==> src/rtl/fetch_stage.sv <==
// Instruction fetch: drives imem addresses, absorbs the 1-cycle imem latency, and buffers 2 entries for the decoder.
// Latency: 2 cycles from issue to head. Backpressure: stall holds the head; issue stops once the buffer is committed full.
module fetch_fifo #(
  parameter int W     = 32,
  parameter int DEPTH = 2,
  localparam int AW   = (DEPTH > 1) ? $clog2(DEPTH) : 1,
  localparam int CW   = $clog2(DEPTH + 1)
) (
  input  logic          clock,
  input  logic          reset,
  input  logic          flush,
  input  logic          push,
  input  logic [W-1:0]  push_dat,
  input  logic          pop,
  output logic [W-1:0]  head_dat,
  output logic [CW-1:0] count
);
  // Pointer wrap relies on DEPTH being a power of two.
  logic [W-1:0]  mem [DEPTH];
  logic [AW-1:0] rd_ptr;
  logic [AW-1:0] wr_ptr;

  always_ff @(posedge clock or negedge reset) begin
    if (!reset) begin
      rd_ptr <= '0;
      wr_ptr <= '0;
      count  <= '0;
    end else if (flush) begin
      rd_ptr <= '0;
      wr_ptr <= '0;
      count  <= '0;
    end else begin
      if (push) wr_ptr <= wr_ptr + 1'b1;
      if (pop)  rd_ptr <= rd_ptr + 1'b1;
      if (push && !pop)      count <= count + 1'b1;
      else if (pop && !push) count <= count - 1'b1;
    end
  end

  always_ff @(posedge clock) begin
    if (push && !flush) mem[wr_ptr] <= push_dat;
  end

  assign head_dat = mem[rd_ptr];
endmodule

module fetch_stage #(
  parameter int                  PC_WIDTH = 12,
  parameter logic [PC_WIDTH-1:0] RESET_PC = '0
) (
  input  logic                clock,
  input  logic                reset,
  output logic [PC_WIDTH-1:0] imem_addr,
  input  logic [31:0]         imem_q,
  input  logic                stall,
  input  logic                redirect,
  input  logic [PC_WIDTH-1:0] redirect_target,
  output logic [31:0]         insn,
  output logic [4:0]          op,
  output logic [PC_WIDTH-1:0] insn_pc,
  output logic [PC_WIDTH-1:0] pc_plus1,
  output logic                insn_valid
);
  typedef struct packed {
    logic [31:0]         insn;
    logic [PC_WIDTH-1:0] pc;
  } entry_t;

  logic [PC_WIDTH-1:0] pc;
  logic [PC_WIDTH-1:0] inflight_pc;
  logic                inflight;
  logic [1:0]          count;
  entry_t              head;
  entry_t              push_dat;
  logic                pop;
  logic                push;
  logic                issue;
  logic [2:0]          occ;

  assign insn_valid = (count != 2'd0);
  assign pop        = insn_valid & ~stall;
  assign push       = inflight & ~redirect;
  // Occupancy once this cycle's pop and pending return settle; a new issue needs a free slot.
  assign occ        = {1'b0, count} + {2'b0, inflight} - {2'b0, pop};
  assign issue      = ~redirect & (occ <= 3'd1);
  assign push_dat   = '{insn: imem_q, pc: inflight_pc};

  always_ff @(posedge clock or negedge reset) begin
    if (!reset) begin
      pc          <= RESET_PC;
      inflight    <= 1'b0;
      inflight_pc <= '0;
    end else if (redirect) begin
      pc       <= redirect_target;
      inflight <= 1'b0;
    end else if (issue) begin
      pc          <= pc + 1'b1;
      inflight    <= 1'b1;
      inflight_pc <= pc;
    end else begin
      inflight <= 1'b0;
    end
  end

  fetch_fifo #(.W($bits(entry_t)), .DEPTH(2)) u_fifo (
    .clock    (clock),
    .reset    (reset),
    .flush    (redirect),
    .push     (push),
    .push_dat (push_dat),
    .pop      (pop),
    .head_dat (head),
    .count    (count)
  );

  assign imem_addr = pc;
  assign insn      = insn_valid ? head.insn : 32'h0;
  assign insn_pc   = insn_valid ? head.pc : '0;
  assign pc_plus1  = insn_pc + 1'b1;
  assign op        = insn[31:27];
endmodule

==> config.mk <==
export PLATFORM = sky130hd
export DESIGN_NAME = fetch_stage
export DESIGN_NICKNAME = d
export VERILOG_FILES = /design/src/rtl/fetch_stage.sv
export SDC_FILE = /design/constraint.sdc
export NUM_CORES = 1
export LEC_CHECK = 0
export CAP_MARGIN = 20
export CORE_MARGIN = 2
export CORE_UTILIZATION = 25
export DETAILED_ROUTE_END_ITERATION = 10
export DONT_BUFFER_PORTS = 1
export GPL_ROUTABILITY_DRIVEN = 0
export GPL_TIMING_DRIVEN = 0
export SETUP_SLACK_MARGIN = 0.4
export SLEW_MARGIN = 20
export SYNTH_ARGS = -nofsm -noshare
export SYNTH_HDL_FRONTEND = slang
export SYNTH_SLANG_ARGS = --single-unit
==> constraint.sdc <==
create_clock -name clock -period 8.7 [get_ports clock]
set_input_delay 1.305 -clock clock [delete_from_list [all_inputs] [get_ports clock]]
set_output_delay 1.305 -clock clock [all_outputs]
set_load 0.03 [all_outputs]
[Word-level counts from Yosys, hierarchy flattened]
Memories as Yosys holds them, arrays and structs flattened.
Cells that the tools add are included.
Word-level totals
  input bits: 48
  RAM bits: 88
  output and inout bits: 74
  register bits: 29
  word-level logic and storage cells: 48
  memories kept: 1
Cells by class
  reductions and logical operators: 12
  bitwise gates (word level): 5
  order comparisons: 1
  multiplexer cells: 15
  add/subtract/negate cells: 8
Memory list
  u_fifo.mem: words 2, width 44, read ports 1, clocked after memory_dff 0, write ports 1, RTL line 19  | logic [W-1:0] mem [DEPTH];
Operators with widths (count)
  2-to-1 mux 12 bit: 3
  2-to-1 mux 32 bit: 1
  adder 12 x 1 -> 12 bit, second input constant: 2
  2-to-1 mux 1 bit: 8
  nonzero test 2 bit: 4
  2-to-1 mux 2 bit: 3
  adder 2 x 1 -> 3 bit: 1
  AND 1 bit: 3
  less-or-equal comparator 3 x 1 -> 1 bit, second input constant: 1
  logical AND 1 bit: 3
  zero test 1 bit: 3
  nonzero test 3 bit: 1
  subtractor 3 x 1 -> 3 bit: 1
  adder 1 bit, second input constant: 2
  adder 2 x 1 -> 2 bit, second input constant: 1
  inverter 1 bit: 2
  AND reduction 2 bit: 1
  subtractor 2 x 1 -> 2 bit, second input constant: 1

[Longest topological paths before layout]
Gate-level depths: netlist of run 1.
  word-level depth: 7
  gate-level depth with buffers: 12
  mapped depth without buffers: 11

[By module]
Synthesis of run 1 repeated with hierarchy kept, for this count alone.
Unflattened totals
  cells, all modules: 362
  area, all modules: 5368.9 um2
Modules (own cells, without submodules)
  fetch_fifo: seq. area each 2742.6 um2, cells each 156, times used 1, area an instance 3553.4 um2
  fetch_stage: seq. area each 625.6 um2, cells each 206, times used 1, area an instance 1815.5 um2

[Worst setup path after synthesis of run 1]
OpenSTA, ideal clock, no wires.
  kind: input to register
  start: in redirect
  end: mem u_fifo.mem[1][0] (netlist bit), enable pin
  stages: 3
  setup time: 509 ps
  path buffers: 2
  slack: 3188 ps
  required time: 8191 ps
  arrival: 5003 ps
  path through: clkbuf_1 clkbuf_1 nor3b_1
Between the ends
  word-level cells in the longest chain between the ends: 5
  elaborated cells on any way between the ends: 6
  classes of those cells: mux: 2; bitwise: 2; reduce/logical: 2
Ends and longest elaborated chain
  start: declaration: RTL line 56  | input logic redirect,
  inverter 1 bit (no line)
  AND 1 bit: RTL line 82  | assign push = inflight & ~redirect;
  logical AND 1 bit (*): RTL line 41  | if (push && !flush) mem[wr_ptr] <= push_dat;
  2-to-1 mux 1 bit (*): RTL line 41
  2-to-1 mux 1 bit (not written as such) (*): RTL line 41
  end: declaration: RTL line 19
Mark *: on every way between the ends. The rest lies on a longest branch, timed or not.

[Final worst setup path of run 1]
  start: reg u_fifo.rd_ptr
  end: out pc_plus1[10]
Between the ends
  word-level cells in the longest chain between the ends: 3
Ends and longest elaborated chain
  start: declaration: RTL line 20  | logic [AW-1:0] rd_ptr;
  start signal: assignment: RTL line 34  | if (pop) rd_ptr <= rd_ptr + 1'b1;
  memory read (2 x 44 bit)
  2-to-1 mux 12 bit: RTL line 118  | assign insn_pc = insn_valid ? head.pc : '0;
  net insn_pc[1]: RTL line 60  | output logic [PC_WIDTH-1:0] insn_pc,
  adder 12 x 1 -> 12 bit: RTL line 119  | assign pc_plus1 = insn_pc + 1'b1;
  end: declaration: RTL line 61  | output logic [PC_WIDTH-1:0] pc_plus1,
The timed path passes the listed nets, and every way through them passes these cells.

==> results of run 1 <==
==> cell usage after synthesis, drive strengths merged <==
library cell | n | share of area
a211oi | 2 | 0.0040
a21oi | 1 | 0.00099
a31oi | 1 | 0.0012
a41o | 1 | 0.0020
and3 | 2 | 0.0025
buf | 17 | 0.021
clkbuf | 2 | 0.0015
dfrtp | 29 | 0.14
edfxtp | 88 | 0.53
fa | 1 | 0.0040
ha | 4 | 0.010
inv | 8 | 0.0060
mux2 | 14 | 0.031
mux2i | 45 | 0.090
nand2 | 17 | 0.013
nand3 | 7 | 0.0090
nand3b | 2 | 0.0030
nand4 | 3 | 0.0067
nor2 | 54 | 0.045
nor3 | 3 | 0.0050
nor3b | 1 | 0.0015
nor4 | 3 | 0.0092
nor4b | 1 | 0.0047
o21ai | 11 | 0.011
or2 | 1 | 0.0012
xnor2 | 11 | 0.021
xor2 | 15 | 0.026
==> critical path: cells and delay by family, from the launching register on <==
family | cells | cell delay, ps
adders and majority gates | 1 | 490
and+or+nand+nor | 3 | 1040
buffers and inverters | 3 | 900
muxes | 1 | 180
xor gates and xnor gates | 1 | 550
DFF | 1 | 440
==> cell families (layout without fill, tap and decap cells) <==
logic type	after synthesis	in the layout	share of synthesized area
flops	117	117	0.6700
simple gates	94	94	0.1003
mux	59	59	0.1217
fa+ha+maj	5	5	0.01394
xor+xnor	26	26	0.04679
buf+inv	27	69	0.02812
compound gates	16	16	0.01916
==> path summary, 6_finish.rpt <==
| kind | start | to | slack, ps | depth (start not counted) |
|---|---|---|---|---|
| min | inflight_pc[0] | u_fifo.mem[1][0] | 470 | 0 |
| max reg2reg | u_fifo.count[0] | imem_addr[9] | 5270 | 12 |
| min reg2reg | inflight_pc[0] | u_fifo.mem[1][0] | 470 | 0 |
| min in group asynchronous | reset | imem_addr[0] | 590 | 0 |
| max in group asynchronous | reset | inflight_pc[7] | 8030 | 0 |
| max | u_fifo.rd_ptr | pc_plus1[10] | 3380 | 9 |
==> flip-flops by register name, indices dropped and copies added (netlist names) <==
name           cells
inflight           1
inflight_pc       12
u_fifo.wr_ptr      1
imem_addr         12
u_fifo.mem        88
u_fifo.count       2
u_fifo.rd_ptr      1
==> cell type report <==
class / instances / area (um^2) / share of cell area
Buffer: 19 / 111.4 / 0.01836
Clock inverter: 15 / 192.7 / 0.03177
Inverter: 8 / 30.03 / 0.004950
Clock buffer: 17 / 425.4 / 0.07013
Tap cell: 265 / 331.6 / 0.05466
Timing Repair Buffer: 10 / 78.83 / 0.01300
Multi-Input combinational cell: 200 / 1528 / 0.2519
Sequential cell: 117 / 3368 / 0.5553
==> report_power, final <==
group	total (uW)	internal (uW)	leakage [uW]	switching (uW)
clock	723	458	0.000296	265
combinational	582	167	0.000693	415
sequential	831	737	0.00116	94.6
==> per-layer routing <==
| metal | routed length (um) | vias to the layer above | part of all wire | track usage |
|---|---|---|---|---|
| li1 | - | 1295 | - | - |
| met1 | 4729 | 1337 | 0.44 | 0.1310 |
| met2 | 5033 | 92 | 0.47 | 0.1571 |
| met3 | 785 | 12 | 0.073 | 0.04263 |
| met4 | 173 | 0 | 0.016 | 0.04461 |
| met5 | 0 | - | 0 | 0 |
==> per-stage QoR <==
stage / util / instance area (um^2)
floorplan: - / 5027
global placement: 0.2736 / 5359
detailed placement: 0.2781 / 5448
CTS: 0.3096 / 6066
global route: 0.3096 / 6066
finish: 0.3096 / 6066
==> results.cfg, run 1 <==
[run_status]
status = finished clean

[timing]
drv_slew = 0
tightest_slew_ps = 906.2
tns_ps = 0
fin_crit_ps = 5317
setup_viol = 0
finalHoldViolations = 0
finalWorstSetupSlack_ps = 3383
slew_headroom = 0.3936
finalCritPeriodShare = 0.6112
clock_skew_ps = 7.498
fmax_mhz = 188.1
rsz0062_at_grt = false
hold_ws_ps = 467.7

[critical_path]
start_kind = flop
worst_setup_path_end_kind = primary output
path_class = reg2out
crit_arrival_ps = 4010
crit_slowest_cell = xor2_1
crit_path_cell_trace = buf_6 > buf_2 > buf_2 > mux2i_1 > nor2_1 > ha_1 > nand4_4 > nor4_4 > xor2_1
worstPathRequired_ps = 7390
crit_fanout = 10
path_common_cell = buf_2
slowest_delay_ps = 550

[placement]
place_ws_ps = 3690
dp_cells = 619
port_buffers = 0
dpl.hpwl_mm = 8.041

[floorplanning]
start_util = 0.2566
die_area_um2 = 21260
rows = 51
io_pins = 122
core_region_area_um2 = 19590
dieWidth_um = 145.8
die_height_um = 145.8

[clock_network]
clk_pin_slew_ps = 60
clock_latency_ps = 400
postCtsSetupBuffers = 0
postCtsHoldBufs = 0
cts-root-buf = clkbuf_16
numCtsBuffers = 17
cts_tree = yes
clk_path_buf_depth = 2
ctsHtreeMaxLevel = 4
cts.sinks = 117
postCtsResizedCells = 0

[route]
drt_wl_total_mm = 10.72
vias = 2736
first_pass_iters = 4
wl_per_cell_um = 16.47
vias_per_cell = 4.203
first_iter_violations = 134
ant_nets = 0
drc = 0

[grt]
grt_usage = 0.1039
grt_pass1_vias = 2794
grt_pass1_wl_mm = 16.46
grt_max_degree = 30
antenna_found_initial = 0
overflow = 0

[synthesis]
synth_cells = 344
syn_nets = 397
synth.avg_cell_area_um2 = 14.61
synth.distinct_cells = 42
ys_seq_elements = 117
synth_seq_area_share = 0.6700
yosys_warnings = 0
syn_area_um2 = 5027

[power]
p_leak_uw = 0.002149
peakVddDrop_mv = 0.1316
p_per_area_nw_per_um2 = 352.2
p_total_uw = 2137

[hold_path]
hold_class = reg2reg

[run]
maxCapViolCount = 0

[cells_and_area]
final_common_cell = edfxtp_1
final_cell_mix = edfxtp_1 (88), nor2_1 (47), mux2i_1 (44), dfrtp_1 (29)
diodes = 0
syn2layout_area_growth_pct = 20.66
nNetsFinal = 426
stdcell_count = 651
drive_above_1_share = 0.2150
fill_cells = 1964
(Power assumes the default switching activity.)
==> inputs of run 2 (changes only) <==
==> constraint.sdc (replaced) <==
create_clock -name clock -period 4.7 [get_ports clock]
set_input_delay 0.705 -clock clock [delete_from_list [all_inputs] [get_ports clock]]
set_output_delay 0.705 -clock clock [all_outputs]
set_load 0.03 [all_outputs]
==> results.cfg, run 2 (synthesis results as in run 1) <==
[floorplanning]
die_area_um2 = 21260
core_region_area_um2 = 19590
dieWidth_um = 145.8
io_pins = 122
rows = 51
start_util = 0.2566
die_height_um = 145.8

[route]
drc = 0
first_iter_violations = 93
vias = 2737
vias_per_cell = 4.224
wl_met2_mm = 5.207
wl_per_cell_um = 16.62
met1_length_mm = 4.526
drt_wl_total_mm = 10.77
first_pass_iters = 5
top_layer = met4
ant_nets = 0
wl_met3_um = 887

[timing]
fin_crit_ps = 4074
finalHoldViolations = 0
fmax_mhz = 245.5
drv_slew = 0
setup_viol = 0
clock_skew_ps = 7.992
rsz0062_at_grt = false
tightest_slew_ps = 918.9
tns_ps = 0
finalCritPeriodShare = 0.8668
slew_headroom = 0.3852

[critical_path]
slowest_delay_ps = 480
rr_worst_depth = 12
path_class = reg2out
timing.rr.end = imem_addr[9]
worst_setup_path_end_kind = primary output
crit_fanout = 10
crit_arrival_ps = 3370
worstPathRequired_ps = 3990
regToRegStartpoint = u_fifo.count[1]
crit_slowest_cell = dfrtp_1
rrSetupSlack_ps = 1310
crit_path_cell_trace = nor2_2 > buf_4 > buf_2 > or2_2 > inv_1 > ha_2 > nand4_4 > nor4_4 > xor2_4
start_kind = flop

[hold_path]
hold_class = in2async

[clock_network]
cts.sinks = 117
clock_latency_ps = 410
cts_tree = yes
clk_path_buf_depth = 2
ctsHtreeMaxLevel = 4
clk_pin_slew_ps = 60
numCtsBuffers = 17
cts-root-buf = clkbuf_16

[grt]
grt_pass1_wl_mm = 16.72
grt_max_degree = 30
grt_pass1_vias = 2869
antenna_found_initial = 0
grt_usage = 0.1052
overflow = 0

[cells_and_area]
stdcell_count = 648
syn2layout_area_growth_pct = 21.58
top_register = u_fifo.mem
final_common_cell = edfxtp_1
drive_above_1_share = 0.2193
diodes = 0
final_cell_mix = edfxtp_1 (88), nor2_1 (46), mux2i_1 (44), dfrtp_1 (29)
fill_cells = 1948
nNetsFinal = 423
largest_register_ffs = 88

[power]
peakVddDrop_mv = 0.2434
p_per_area_nw_per_um2 = 642.4
p_leak_uw = 0.002133

[placement]
port_buffers = 0
dp_cells = 615
dpl.hpwl_mm = 7.986

[run_status]
status = finished clean

[run]
maxCapViolCount = 0
## run 2: what timing repair did
action | in CTS | in global routing
hold buffers | 1 | 0
endpoints found under the hold margin | 29 | 0
endpoints found under the setup margin | 5 | 2
gates resized for setup | 5 | 2
setup buffers | 0 | 0
## run 2: how the worst max path moves through the flow
stage	from	to	slack [ps]	cells past startpoint
after floorplan	u_fifo.rd_ptr	pc_plus1[10]	1090	9
after CTS	u_fifo.rd_ptr	pc_plus1[10]	450	9
after detailed placement	u_fifo.rd_ptr	pc_plus1[10]	350	9
after global routing	u_fifo.count[1]	pc_plus1[10]	410	9
after global placement	redirect	u_fifo.mem[1][34]	180	3
final	u_fifo.count[1]	pc_plus1[10]	630	9
## run 2: area by class of cell
| cell class | count | area [um^2] | area share |
|---|---|---|---|
| buffer | 19 | 113.9 | 0.01863 |
| clock buffer | 17 | 425.4 | 0.06960 |
| clock inverter | 15 | 171.4 | 0.02804 |
| inverter | 8 | 30.03 | 0.004913 |
| multi-input combinational | 200 | 1577 | 0.2579 |
| sequential | 117 | 3368 | 0.5511 |
| tap | 265 | 331.6 | 0.05425 |
| timing repair buffer | 7 | 95.09 | 0.01556 |
## run 2: stage by stage
step	worst slack, ps	total power (uW)	hold slack, ps	util	area [um^2]
after floorplan	1094	2415	409.4	-	5037
after global placement	181.4	2602	410.8	0.2741	5369
after detailed placement	351.7	2667	410.5	0.2785	5456
after CTS	448.4	3987	88.92	0.3112	6096
after global routing	408.1	4133	89.25	0.3120	6112
final	626.2	3926	107.9	0.3120	6112
## run 2: power by group
group          total [uW]  internal (uW)  switching [uW]
sequential           1540           1360             178
combinational        1100            324             778
clock                1280            793             490
## run 2: worst max-delay path: cells and delay by family, from the launching register on
family,cells,cell delay (ps)
buf+inv,3,710
simple gates,4,1120
fa+ha+maj,1,330
flops,1,480
xor+xnor,1,290
## run 2: per-layer routing
metal,track usage,up-vias
met5,0,-
met4,0.04069,0
met3,0.04765,10
met2,0.1679,95
met1,0.1241,1348
li1,-,1284
